File: config.mk
export PLATFORM = sky130hd
export DESIGN_NAME = ibex_rf_wb_arbiter
export DESIGN_NICKNAME = d
export VERILOG_FILES = /design/src/rtl/ibex_pkg.sv /design/src/rtl/ibex_wb_load_queue.sv /design/src/rtl/ibex_rf_wb_arbiter.sv
export SDC_FILE = /design/constraint.sdc
export NUM_CORES = 1
export LEC_CHECK = 0
export ABC_AREA = 1
export BUFFER_PORTS_ARGS = -buffer_cell sky130_fd_sc_hd__buf_2
export CAP_MARGIN = 20
export CELL_PAD_IN_SITES_DETAIL_PLACEMENT = 1
export CELL_PAD_IN_SITES_GLOBAL_PLACEMENT = 2
export CORE_MARGIN = 4
export CORE_UTILIZATION = 28
export CTS_CLUSTER_DIAMETER = 150
export CTS_CLUSTER_SIZE = 14
export DETAILED_ROUTE_END_ITERATION = 10
export GPL_TIMING_DRIVEN = 0
export PLACE_DENSITY = 0.88
export SLEW_MARGIN = 20
export SYNTH_ARGS = -nofsm -noshare
export SYNTH_HDL_FRONTEND = slang
export SYNTH_SLANG_ARGS = --single-unit
File: constraint.sdc
create_clock -name clk_i -period 3.2 [get_ports clk_i]
set_clock_uncertainty 0.2 [all_clocks]
set_input_delay 0.16 -clock clk_i [delete_from_list [all_inputs] [get_ports clk_i]]
set_output_delay 0.16 -clock clk_i [all_outputs]
set_load 0.1 [all_outputs]
File: src/rtl/ibex_pkg.sv
// Shared types for the writeback arbiter: load-queue entry metadata, write-port source select
// and register-address compare helpers that honour the RV32E 16-register file.
package ibex_pkg;

  typedef enum logic [1:0] {
    WB_SRC_NONE,
    WB_SRC_EX,
    WB_SRC_LSU
  } wb_src_e;

  // Load data is held in a separate DataWidth-wide array beside this metadata.
  typedef struct packed {
    logic [4:0] waddr;
    logic       done;
    logic       err;
  } wb_lq_entry_t;

  function automatic logic regMatch(input logic [4:0] a, input logic [4:0] b, input bit rv32e);
    return rv32e ? (a[3:0] == b[3:0]) : (a == b);
  endfunction

  function automatic logic regIsZero(input logic [4:0] a, input bit rv32e);
    return rv32e ? (a[3:0] == 4'd0) : (a == 5'd0);
  endfunction

endpackage

File: src/rtl/ibex_wb_load_queue.sv
// Circular in-order queue of outstanding loads: allocation, response fill, head pop,
// and destination compares against the EX write address and both ID read addresses.
module ibex_wb_load_queue
  import ibex_pkg::*;
#(
  parameter bit          RV32E          = 1'b0,
  parameter int unsigned DataWidth      = 32,
  parameter int unsigned MaxOutstanding = 2,
  localparam int unsigned PtrW = (MaxOutstanding > 1) ? $clog2(MaxOutstanding) : 1,
  localparam int unsigned CntW = $clog2(MaxOutstanding + 1)
) (
  input  logic                 clk_i,
  input  logic                 rst_i,
  input  logic                 alloc_i,
  input  logic [4:0]           alloc_waddr_i,
  input  logic                 fill_i,
  input  logic [DataWidth-1:0] fill_data_i,
  input  logic                 fill_err_i,
  input  logic                 pop_i,
  input  logic [4:0]           cmp_ex_i,
  input  logic [4:0]           cmp_a_i,
  input  logic [4:0]           cmp_b_i,
  output logic [CntW-1:0]      count_o,
  output logic                 head_done_o,
  output logic                 head_err_o,
  output logic [4:0]           head_waddr_o,
  output logic [DataWidth-1:0] head_data_o,
  output logic                 hit_ex_o,
  output logic                 hit_a_o,
  output logic                 hit_b_o
);

  wb_lq_entry_t         entry_q [MaxOutstanding];
  logic [DataWidth-1:0] data_q  [MaxOutstanding];
  logic [MaxOutstanding-1:0] valid_q;
  logic [PtrW-1:0] allocPtr_q, allocPtr_d;
  logic [PtrW-1:0] fillPtr_q, fillPtr_d;
  logic [PtrW-1:0] headPtr_q, headPtr_d;
  logic [CntW-1:0] count_q, count_d;
  logic            fillEn;
  logic            anyEx, anyA, anyB;

  function automatic logic [PtrW-1:0] ptrInc(input logic [PtrW-1:0] p);
    return (p == PtrW'(MaxOutstanding - 1)) ? '0 : p + 1'b1;
  endfunction

  // A response only lands on an allocated entry still waiting for data; anything else is dropped.
  assign fillEn = fill_i & valid_q[fillPtr_q] & ~entry_q[fillPtr_q].done;

  always_comb begin
    allocPtr_d = alloc_i ? ptrInc(allocPtr_q) : allocPtr_q;
    fillPtr_d  = fillEn  ? ptrInc(fillPtr_q)  : fillPtr_q;
    headPtr_d  = pop_i   ? ptrInc(headPtr_q)  : headPtr_q;
    count_d    = count_q + CntW'(alloc_i) - CntW'(pop_i);
  end

  always_ff @(posedge clk_i or posedge rst_i) begin
    if (rst_i) begin
      allocPtr_q <= '0;
      fillPtr_q  <= '0;
      headPtr_q  <= '0;
      count_q    <= '0;
      valid_q    <= '0;
      for (int i = 0; i < int'(MaxOutstanding); i++) begin
        entry_q[i] <= '0;
        data_q[i]  <= '0;
      end
    end else begin
      allocPtr_q <= allocPtr_d;
      fillPtr_q  <= fillPtr_d;
      headPtr_q  <= headPtr_d;
      count_q    <= count_d;
      if (pop_i) valid_q[headPtr_q] <= 1'b0;
      if (fillEn) begin
        entry_q[fillPtr_q].done <= 1'b1;
        entry_q[fillPtr_q].err  <= fill_err_i;
        data_q[fillPtr_q]       <= fill_data_i;
      end
      if (alloc_i) begin
        valid_q[allocPtr_q] <= 1'b1;
        entry_q[allocPtr_q] <= '{waddr: alloc_waddr_i, done: 1'b0, err: 1'b0};
      end
    end
  end

  always_comb begin
    anyEx = 1'b0;
    anyA  = 1'b0;
    anyB  = 1'b0;
    for (int i = 0; i < int'(MaxOutstanding); i++) begin
      if (valid_q[i]) begin
        if (regMatch(entry_q[i].waddr, cmp_ex_i, RV32E)) anyEx = 1'b1;
        if (regMatch(entry_q[i].waddr, cmp_a_i, RV32E))  anyA  = 1'b1;
        if (regMatch(entry_q[i].waddr, cmp_b_i, RV32E))  anyB  = 1'b1;
      end
    end
  end

  // x0 is never a real dependency, so it never reports a hit.
  assign hit_ex_o = anyEx & ~regIsZero(cmp_ex_i, RV32E);
  assign hit_a_o  = anyA  & ~regIsZero(cmp_a_i, RV32E);
  assign hit_b_o  = anyB  & ~regIsZero(cmp_b_i, RV32E);

  assign count_o      = count_q;
  assign head_done_o  = valid_q[headPtr_q] & entry_q[headPtr_q].done;
  assign head_err_o   = entry_q[headPtr_q].err;
  assign head_waddr_o = entry_q[headPtr_q].waddr;
  assign head_data_o  = data_q[headPtr_q];

endmodule

File: src/rtl/ibex_rf_wb_arbiter.sv
// Writeback arbiter in front of the register file: merges EX results and in-order load
// responses onto one write port, raises RAW stalls and holds EX writes that would reorder WAW.
module ibex_rf_wb_arbiter
  import ibex_pkg::*;
#(
  parameter bit          RV32E          = 1'b0,
  parameter int unsigned DataWidth      = 32,
  parameter int unsigned MaxOutstanding = 2
) (
  input  logic                 clk_i,
  input  logic                 rst_i,
  input  logic                 ex_valid_i,
  input  logic [4:0]           ex_waddr_i,
  input  logic [DataWidth-1:0] ex_wdata_i,
  output logic                 ex_ready_o,
  input  logic                 lsu_req_i,
  input  logic [4:0]           lsu_req_waddr_i,
  output logic                 lsu_req_ready_o,
  input  logic                 lsu_rvalid_i,
  input  logic [DataWidth-1:0] lsu_rdata_i,
  input  logic                 lsu_err_i,
  input  logic [4:0]           raddr_a_i,
  input  logic [4:0]           raddr_b_i,
  output logic                 stall_a_o,
  output logic                 stall_b_o,
  output logic                 rf_we_o,
  output logic [4:0]           rf_waddr_o,
  output logic [DataWidth-1:0] rf_wdata_o,
  output logic                 busy_o
);

  localparam int unsigned CntW = $clog2(MaxOutstanding + 1);

  logic [CntW-1:0]      count;
  logic                 headDone, headErr, headZero;
  logic [4:0]           headWaddr;
  logic [DataWidth-1:0] headData;
  logic                 exWaw, full, alloc, pop;
  wb_src_e              wbSrc;
  logic [4:0]           waddrSel;

  ibex_wb_load_queue #(
    .RV32E          (RV32E),
    .DataWidth      (DataWidth),
    .MaxOutstanding (MaxOutstanding)
  ) uLoadQueue (
    .clk_i         (clk_i),
    .rst_i         (rst_i),
    .alloc_i       (alloc),
    .alloc_waddr_i (lsu_req_waddr_i),
    .fill_i        (lsu_rvalid_i),
    .fill_data_i   (lsu_rdata_i),
    .fill_err_i    (lsu_err_i),
    .pop_i         (pop),
    .cmp_ex_i      (ex_waddr_i),
    .cmp_a_i       (raddr_a_i),
    .cmp_b_i       (raddr_b_i),
    .count_o       (count),
    .head_done_o   (headDone),
    .head_err_o    (headErr),
    .head_waddr_o  (headWaddr),
    .head_data_o   (headData),
    .hit_ex_o      (exWaw),
    .hit_a_o       (stall_a_o),
    .hit_b_o       (stall_b_o)
  );

  assign full            = (count == CntW'(MaxOutstanding));
  assign lsu_req_ready_o = ~full;
  assign alloc           = lsu_req_i & ~full;
  assign busy_o          = (count != '0);
  assign headZero        = regIsZero(headWaddr, RV32E);

  // The load head also takes the port while EX is blocked on WAW, otherwise an EX write
  // to a pending load's destination would wait on a head that waits on EX.
  always_comb begin
    wbSrc      = WB_SRC_NONE;
    ex_ready_o = 1'b0;
    pop        = 1'b0;
    rf_we_o    = 1'b0;
    waddrSel   = '0;
    rf_wdata_o = '0;
    if (headDone & ~headErr & ~headZero & (full | ~ex_valid_i | exWaw)) begin
      wbSrc = WB_SRC_LSU;
      pop   = 1'b1;
    end else if (ex_valid_i & ~exWaw) begin
      wbSrc      = WB_SRC_EX;
      ex_ready_o = 1'b1;
    end
    if (headDone & (headErr | headZero)) pop = 1'b1;
    case (wbSrc)
      WB_SRC_LSU: begin
        rf_we_o    = 1'b1;
        waddrSel   = headWaddr;
        rf_wdata_o = headData;
      end
      WB_SRC_EX: begin
        if (!regIsZero(ex_waddr_i, RV32E)) begin
          rf_we_o    = 1'b1;
          waddrSel   = ex_waddr_i;
          rf_wdata_o = ex_wdata_i;
        end
      end
      default: ;
    endcase
  end

  assign rf_waddr_o = RV32E ? {1'b0, waddrSel[3:0]} : waddrSel;

endmodule

==> impl_metrics.toml <==
[global_routing]
antenna_found_initial = 0
grt_pass1_wl_um = 29900
grt_use_total_pct = 18.8
grt_pass1_vias = 5631
grt_overflow = 0
grt_max_degree = 70

[die]
core_region_area_um2 = 17400
rows = 48
dieArea_um2 = 20000
io_pins = 133
dieHeight_um = 141
start_util_pct = 28.7
die-width_um = 141

[sta]
hold_violations = 0
relSlewSlack_pct = 57.7
tightest_slew_ns = 0.635
post-route-period-util_pct = 96.3
min_period_ns = 3.08
final-setup-viol-count = 0
drv_slew = 0
rsz0062_at_grt = "no"
fmax_mhz = 325
fin_tns_setup_ns = 0

[setup_path]
startpoint_type = "flop"
arrival_ns = 2.72
rr_worst_depth = 14
ff2ff_setup_slack_ns = 0.55
crit_start = "uLoadQueue.headPtr_q"
critPathKind = "flop to primary output"
end_kind = "primary output"
worstPathMaxFanout = 10
reg2reg_from = "uLoadQueue.headPtr_q"
r2r-end = "uLoadQueue.count_o[1]"
cp.required_ns = 2.84
cp-endpoint = "rf_wdata_o[18]"

[run]
maxCapViolCount = 0

[outcome]
status = "complete, no violations"

[synth]
synth_top_area_cell = "dfrtp_1"
yosysWarnings = 0
yosysTopAreaCellShare_pct = 42.7
synth-main-ff-cell = "dfrtp_1"
yosysUniqueCellTypes = 30
synthTopCellsByCount = "nand2_1 (299), dfrtp_1 (85), o21ai_0 (80), inv_1 (68), nand3_1 (45)"
syn_avg_cell_area_um2 = 6.91
post-synth-top-count-cell = "nand2_1"
postSynth.asyncResetShare_pct = 100
yosysSeqAreaShare_pct = 42.7
syn_inst = 721
syn_nets = 812
ys_ff_latch = 85
synth_edf_count = 0
synth_area_um2 = 4980
synthTopCellsByArea = "dfrtp_1 (43%), nand2_1 (23%), o21ai_0 (8.0%)"

[drt]
vias = 5444
detailroute.wirelength.met2_um = 8750
dr.max_layer_used = "met4"
drc_errors = 0
wire_per_inst_um = 16.4
via_per_inst = 4.80
routed_wl_um = 18600
drt_iter0_drc = 296
wl_met3_um = 824
firstDrtPassIters = 5
wl_met1_um = 8850
ant_nets = 0

[hold_path]
hp-class = "input pin to asynchronous set/reset pin"

[power]
p_per_area_nw_per_um2 = 1100
peakVddDrop_mv = 0.614
p_leak_nw = 3.58
total_power_w = 0.00740

[finish]
nets = 996
num-fill-cells = 2242
stdcell_count = 1135
fin_area_um2 = 6720
insertedDiodeCount = 0
layout-drive-gt1-share_pct = 19.9
syn_to_final_growth_pct = 34.9
final-seq-area_um2 = 2130
multi_input_area_um2 = 2400

[clock_network]
clk_pin_slew_ns = 0.06
numCtsBuffers = 9
clock_path_buffers = 2
clock-root-buffer = "clkbuf_16"
cts_tree = "yes"
htree_levels = 3
clock_latency_ns = 0.34
cts.sinks = 85

[placement]
hpwl_um = 13800
port_buffers = 132
place_congestion = 0.802
dpl.cell_count = 1079
place_area_um2 = 5960
## metal layers
metal  vias to the layer above  track usage (%)
met5                         -                0
met3                        16             3.27
met1                      2639             25.9
li1                       2669                -
met4                         0             3.69
met2                       120             31.3
## layout by cell type (no fill, tap or decap), types with 3 or more instances in the layout
master         count
nand3_1           45
o21ai_0           79
inv_2              3
nand4_1            4
nor2_1            16
a21oi_1           12
clkbuf_4          19
nand2_1          298
clkbuf_16          9
a221oi_1           4
dlygate4sd3_1     41
clkbuf_1          17
buf_2            130
o21ai_1            9
dfrtp_1           85
o22ai_1            9
inv_1             67
nand3b_1          32
buf_4              5
## how the worst min path moves through the flow
stage | depth (start not counted) | slack [ns] | end
after floorplan | 2 | 0.08 | uLoadQueue.data_q[0]
after global placement | 3 | 0.18 | uLoadQueue.data_q[24]
after detailed placement | 2 | -0.09 | uLoadQueue.count_o[0]
after CTS | 3 | 0.10 | uLoadQueue.entry_q[11]
after global routing | 3 | 0.12 | uLoadQueue.headPtr_q
final | 3 | 0.1 | uLoadQueue.entry_q[5]
## cells by family after synthesis
| logic type | Yosys count | share of synthesized area [%] |
|---|---|---|
| simple gates | 404 | 34.8 |
| flops | 85 | 42.7 |
| compound gates | 116 | 12.3 |
| xor+xnor | 4 | 0.703 |
| buf+inv | 111 | 9.17 |
| fa+ha+maj | 1 | 0.251 |
## critical path, stage by stage, from the launching register on
cell,delay [ns]
dfrtp_1,0.44
buf_4,0.21
nor3_2,0.20
nor2_1,0.12
nor3_4,0.39
buf_2,0.33
nand3_1,0.16
nand2_1,0.09
buf_2,0.43
## cell type report
cell class	count	area share, %
multi-input cells	525	35.8
repair buffers	174	17.1
clock buffers	11	3.61
flip-flops and latches	85	31.6
clock inverters	5	0.894
well taps	225	4.19
plain buffers	39	2.79
inverters	71	4.04
## registers in the layout (all words and copies together) (netlist names)
register,flops
uLoadQueue.fillPtr_q,1
uLoadQueue.allocPtr_q,1
uLoadQueue.valid_q,2
uLoadQueue.count_o,2
uLoadQueue.data_q,64
uLoadQueue.headPtr_q,1
uLoadQueue.entry_q,14
## per-stage QoR
step	setup WS (ns)	util [%]	hold slack, ns
2_1_floorplan	0.0765	-	0.0766
5_1_grt	0.00159	38.7	0.119
3_5_place_dp	0.401	34.3	-0.0873
4_1_cts	0.0192	38.4	0.101
3_3_place_gp	-0.629	34.1	0.178
6_report	0.119	38.7	0.0975
## repair_timing
action / CTS / global route
buffers inserted: 0 / 0
hold endpoints to repair: 163 / 0
resized for setup: 0 / 22
setup endpoints to repair: 0 / 39
hold buffers: 41 / 0
## where the power goes
| part | total, W | switching [W] | internal, W |
|---|---|---|---|
| combinational | 0.00444 | 0.00342 | 0.00102 |
| clock | 0.00107 | 0.000444 | 0.000628 |
| sequential | 0.00188 | 0.000298 | 0.00159 |
(Power assumes the default switching activity.)
